<file path="config.mk">
export PLATFORM = sky130hd
export DESIGN_NAME = mux8_rr_scheduler
export DESIGN_NICKNAME = d
export VERILOG_FILES = /design/src/rtl/mux8_rr_scheduler.sv
export SDC_FILE = /design/constraint.sdc
export NUM_CORES = 1
export LEC_CHECK = 0
export ABC_AREA = 1
export ABC_CLOCK_PERIOD_IN_PS = 2700
export BUFFER_PORTS_ARGS = -buffer_cell sky130_fd_sc_hd__buf_4
export CAP_MARGIN = 10
export CORE_UTILIZATION = 30
export CTS_CLUSTER_DIAMETER = 120
export CTS_CLUSTER_SIZE = 24
export DETAILED_ROUTE_END_ITERATION = 10
export PLACE_DENSITY = 0.52
export SYNTH_ARGS = -nofsm -noshare
export SYNTH_HDL_FRONTEND = slang
export SYNTH_SLANG_ARGS = --single-unit
</file>
<file path="constraint.sdc">
create_clock -name clk -period 2.7 [get_ports clk]
set_input_delay 0.135 -clock clk [delete_from_list [all_inputs] [get_ports clk]]
set_output_delay 0.135 -clock clk [all_outputs]
set_load 0.005 [all_outputs]
</file>
<file path="src/rtl/mux8_rr_scheduler.sv">
// Round-robin scheduler driving the select lines of the shared 8:1 mux.
// Grants one requester per bounded burst; valid marks cycles where Y is granted data.
//
//   state | meaning
//   IDLE  | no burst, waiting for en and a request
//   GRANT | burst in progress, sel fixed, valid high
//   GAP   | one-cycle gap after a burst, done high, re-arbitrates
module mux8_rr_scheduler #(
  parameter int BURST_LEN = 8
) (
  input  logic       clk,
  input  logic       rst_n,
  input  logic       en,
  input  logic [7:0] req,
  output logic [7:0] gnt,
  output logic       S2,
  output logic       S1,
  output logic       S0,
  output logic       valid,
  output logic       done
);

  localparam int CNT_W = (BURST_LEN > 1) ? $clog2(BURST_LEN) : 1;
  localparam logic [CNT_W-1:0] CNT_LAST = CNT_W'(BURST_LEN - 1);

  typedef enum logic [1:0] {IDLE, GRANT, GAP} state_t;

  state_t           r_state, w_state_nxt;
  logic [7:0]       r_gnt, w_gnt_nxt;
  logic [2:0]       r_sel, w_sel_nxt;
  logic [2:0]       r_ptr, w_ptr_nxt;
  logic [CNT_W-1:0] r_cnt, w_cnt_nxt;
  logic             r_valid, w_valid_nxt;
  logic             r_done, w_done_nxt;
  logic             w_found;
  logic [2:0]       w_win;

  // Descending scan so the smallest offset from ptr is the last one written.
  always_comb begin
    w_found = 1'b0;
    w_win   = r_ptr;
    for (int i = 7; i >= 0; i--) begin
      if (req[r_ptr + 3'(i)]) begin
        w_found = 1'b1;
        w_win   = r_ptr + 3'(i);
      end
    end
  end

  always_comb begin
    w_state_nxt = r_state;
    w_gnt_nxt   = r_gnt;
    w_sel_nxt   = r_sel;
    w_ptr_nxt   = r_ptr;
    w_cnt_nxt   = r_cnt;
    w_valid_nxt = r_valid;
    w_done_nxt  = 1'b0;
    case (r_state)
      IDLE, GAP: begin
        if (en && w_found) begin
          w_state_nxt = GRANT;
          w_gnt_nxt   = 8'h01 << w_win;
          w_sel_nxt   = w_win;
          w_valid_nxt = 1'b1;
          w_cnt_nxt   = '0;
        end else begin
          w_state_nxt = IDLE;
          w_gnt_nxt   = 8'h00;
          w_valid_nxt = 1'b0;
        end
      end
      GRANT: begin
        // Only the granted line is watched; sel stays on the last index through GAP.
        if (!req[r_sel] || (r_cnt == CNT_LAST)) begin
          w_state_nxt = GAP;
          w_gnt_nxt   = 8'h00;
          w_valid_nxt = 1'b0;
          w_done_nxt  = 1'b1;
          w_ptr_nxt   = r_sel + 3'd1;
          w_cnt_nxt   = '0;
        end else begin
          w_cnt_nxt = r_cnt + CNT_W'(1);
        end
      end
      default: begin
        w_state_nxt = IDLE;
        w_gnt_nxt   = 8'h00;
        w_valid_nxt = 1'b0;
      end
    endcase
  end

  always_ff @(posedge clk) begin
    if (!rst_n) begin
      r_state <= IDLE;
      r_gnt   <= 8'h00;
      r_sel   <= 3'd0;
      r_ptr   <= 3'd0;
      r_cnt   <= '0;
      r_valid <= 1'b0;
      r_done  <= 1'b0;
    end else begin
      r_state <= w_state_nxt;
      r_gnt   <= w_gnt_nxt;
      r_sel   <= w_sel_nxt;
      r_ptr   <= w_ptr_nxt;
      r_cnt   <= w_cnt_nxt;
      r_valid <= w_valid_nxt;
      r_done  <= w_done_nxt;
    end
  end

  assign gnt        = r_gnt;
  assign {S2,S1,S0} = r_sel;
  assign valid      = r_valid;
  assign done       = r_done;

endmodule

</file>
==> run metrics <==
terminus of the critical flop-to-flop path=gnt[3]$_SDFFE_PN0P_; mean area per synthesized cell=6.52 sq um; critical path peak fanout=9; Clock Latency Late Sink=0.25 ns; Fin Hold WS=0.163 ns; I/O Buffers=23; worst slack at placement=0.311 ns; Slew @ Worst Pin=0.484 ns; die area=0.00564 sq mm; critical path required time=2.83 ns; Initial DRT Pass Iterations=4; Reg2Reg Launch Point=r_ptr[1]$_SDFFE_PN0P_; GRT overflow=0; GR Util All Layers=15.8%; hold-fix buffers at CTS=0; CTS Buf Count=3; Final Max Slew Viols=0; PostCTS Resize Cnt=0; class of the worst hold path=input port to flip-flop; share of layout cells above drive strength 1=26.7%; crit path time final=2.42 ns; post-detail-place hpwl=3320 um; RePlAce Congestion=0.911; Die H=75.1 um; total wire length=4080 um; Setup crit end kind=flip-flop; r2r setup slk=0.28 ns; Die Wd=75.1 um; Clock Tree Buf Depth=2; vias per cell=4.69; final hold violation count=0; Pwr per Cell Area=638 mW/mm^2; Slowest-stage cell, CP=dfxtp_1; clk_skew=0.00143 ns; distinct cell type count after synthesis=25; hold_sp=rst_n; first-pass GRT wire length=6800 um; Worst-path clk slew=0.07 ns; total number of vias=1595; Max Freq=0.414 GHz; CP peak stage delay=0.37 ns; worst reg-to-reg path cell count=14; TritonCTS clock tree=built; RSZ-0062 raised after global routing=false; row count=26; status=finished, final reports clean; YS warnings=0; Worst Path Class, Setup=flip-flop to flip-flop; largest net degree at the start of global routing=15; sequential element share of the synthesized area=25.0%; clock root cell=clkbuf_8; Routed WL per cell=12.0 um; setup bufs post-CTS=0; final core utilization=36.6%; CORE AREA=0.00514 sq mm; Final setup viols=0; cells along the critical path=inv_4 -> ha_1 -> inv_1 -> nand3_2 -> nand3_1 -> nand2_2 -> nor3_2 -> nand4_1 -> nand2_2 -> nor2_1 -> nand2_1 -> inv_2 -> nand3_1 -> a21oi_2; io pins=24; synthesized instance count=246; Max VDD drop=0.272 mV; max_cap viols=0; Slew headroom=67.7%; leakage power total=0.000941 uW; CTS sink cnt=20; setup ws final=0.283 ns; Worst Hold Path EP=r_ptr[2]$_SDFFE_PN0P_; PnR Total Power=1200 uW; Final TNS setup=0 ns; CP arrival=2.54 ns; Antenna Cells=0; Setup crit start kind=flip-flop; DRC Markers=0; synthesized cell area=0.00160 sq mm; Synth Register Bits=20; Area Overhead vs Synth=17.3%; DRT antenna net count=0; Hold Crit Depth=3; Starting DRT DRC Count=88; Initial Util=31.2%; period utilisation layout=89.5%; Syn Nets=262; layout net count=288; CTS HTree Levels=1; vias in the first global route=1476; initial antenna violation count=0
-- cells in the final DEF (no fill, tap or decap), types with 3 or more instances in the layout --
master / count
a21oi_1: 20
a21oi_2: 3
buf_4: 26
clkbuf_8: 3
dfxtp_1: 20
ha_1: 5
inv_1: 27
inv_2: 5
nand2_1: 65
nand2_2: 13
nand2_4: 3
nand3_1: 31
nand3_2: 12
nand4_1: 5
nor2_1: 14
o21ai_0: 8
-- power by group --
group | internal, uW | total [uW] | switching (uW) | leakage (uW)
combinational | 227 | 657 | 430 | 0.000757
clock | 99.2 | 192 | 92.4 | 0.0000216
sequential | 325 | 351 | 26.7 | 0.000163
-- worst max-delay path by stage --
| stage | cells after the start | endpoint | start |
|---|---|---|---|
| detailed placement | 14 | gnt[3]$_SDFFE_PN0P_ | r_ptr[1]$_SDFFE_PN0P_ |
| CTS | 14 | gnt[3]$_SDFFE_PN0P_ | r_ptr[1]$_SDFFE_PN0P_ |
| floorplan | 16 | gnt[3]$_SDFFE_PN0P_ | r_ptr[0]$_SDFFE_PN0P_ |
| global route | 14 | gnt[0]$_SDFFE_PN0P_ | r_ptr[1]$_SDFFE_PN0P_ |
| global placement | 14 | gnt[3]$_SDFFE_PN0P_ | r_ptr[1]$_SDFFE_PN0P_ |
| finish | 14 | gnt[3]$_SDFFE_PN0P_ | r_ptr[1]$_SDFFE_PN0P_ |
-- stage by stage --
stage / instance area (sq um) / instances
after global routing: 1880 / 340
after global placement: 1840 / 337
final: 1880 / 340
after CTS: 1880 / 340
after detailed placement: 1840 / 337
after floorplan: 1600 / 246
-- logic make-up after synthesis --
logic type	Yosys count	synth area share (%)
compound gates	34	12.2
xor+xnor	1	0.546
fa+ha+maj	5	3.90
buf+inv	39	11.2
flops	20	25.0
simple gates	147	47.2
-- synthesized netlist by cell type --
master | n | share of area, %
nand2_1 | 65 | 15
nand3_1 | 31 | 9.7
inv_1 | 27 | 6.3
a21oi_1 | 20 | 6.2
dfxtp_1 | 20 | 25
nor2_1 | 14 | 3.3
nand2_2 | 13 | 5.1
nand3_2 | 12 | 7.5
o21ai_0 | 8 | 2.5
ha_1 | 5 | 3.9
inv_2 | 5 | 1.2
nand4_1 | 5 | 2.0
a21oi_2 | 3 | 1.6
nand2_4 | 3 | 2.1
clkbuf_1 | 2 | 0.47
inv_4 | 2 | 0.78
nor2_4 | 2 | 1.4
o32ai_1 | 2 | 1.1
a211oi_2 | 1 | 0.78
buf_12 | 1 | 1.2
buf_4 | 1 | 0.47
buf_6 | 1 | 0.70
nor2_2 | 1 | 0.39
nor3_2 | 1 | 0.62
xor2_1 | 1 | 0.55
-- routing by layer --
| metal | track usage (%) | wire, um | vias to the layer above |
|---|---|---|---|
| met5 | 0 | 0 | - |
| met4 | 5.66 | 70 | 0 |
| met3 | 0.803 | 96 | 8 |
| met2 | 27.4 | 1910 | 26 |
| met1 | 20.7 | 2010 | 708 |
| li1 | - | - | 853 |
-- layout make-up --
class,count,area (sq um)
clock buffers,3,41.3
fillers,572,3260
inverters,34,133
multi-input cells,187,1020
flip-flops and latches,20,400
well taps,70,87.6
repair buffers,26,195
-- registers in the layout, summed over array words and instances (netlist names) --
name     cells
r_state      1
r_ptr        3
gnt          8
valid        1
done         1
r_cnt        3
r_sel        3
-- critical path, delay by kind of cell (launching register included) --
kind | cells | cell delay (ns)
DFF | 1 | 0.37
buffers and inverters | 3 | 0.37
AOI/OAI and AO/OA | 1 | 0.05
adders and majority gates | 1 | 0.36
and+or+nand+nor | 9 | 1.13
Power figures use the tool's default switching activity.
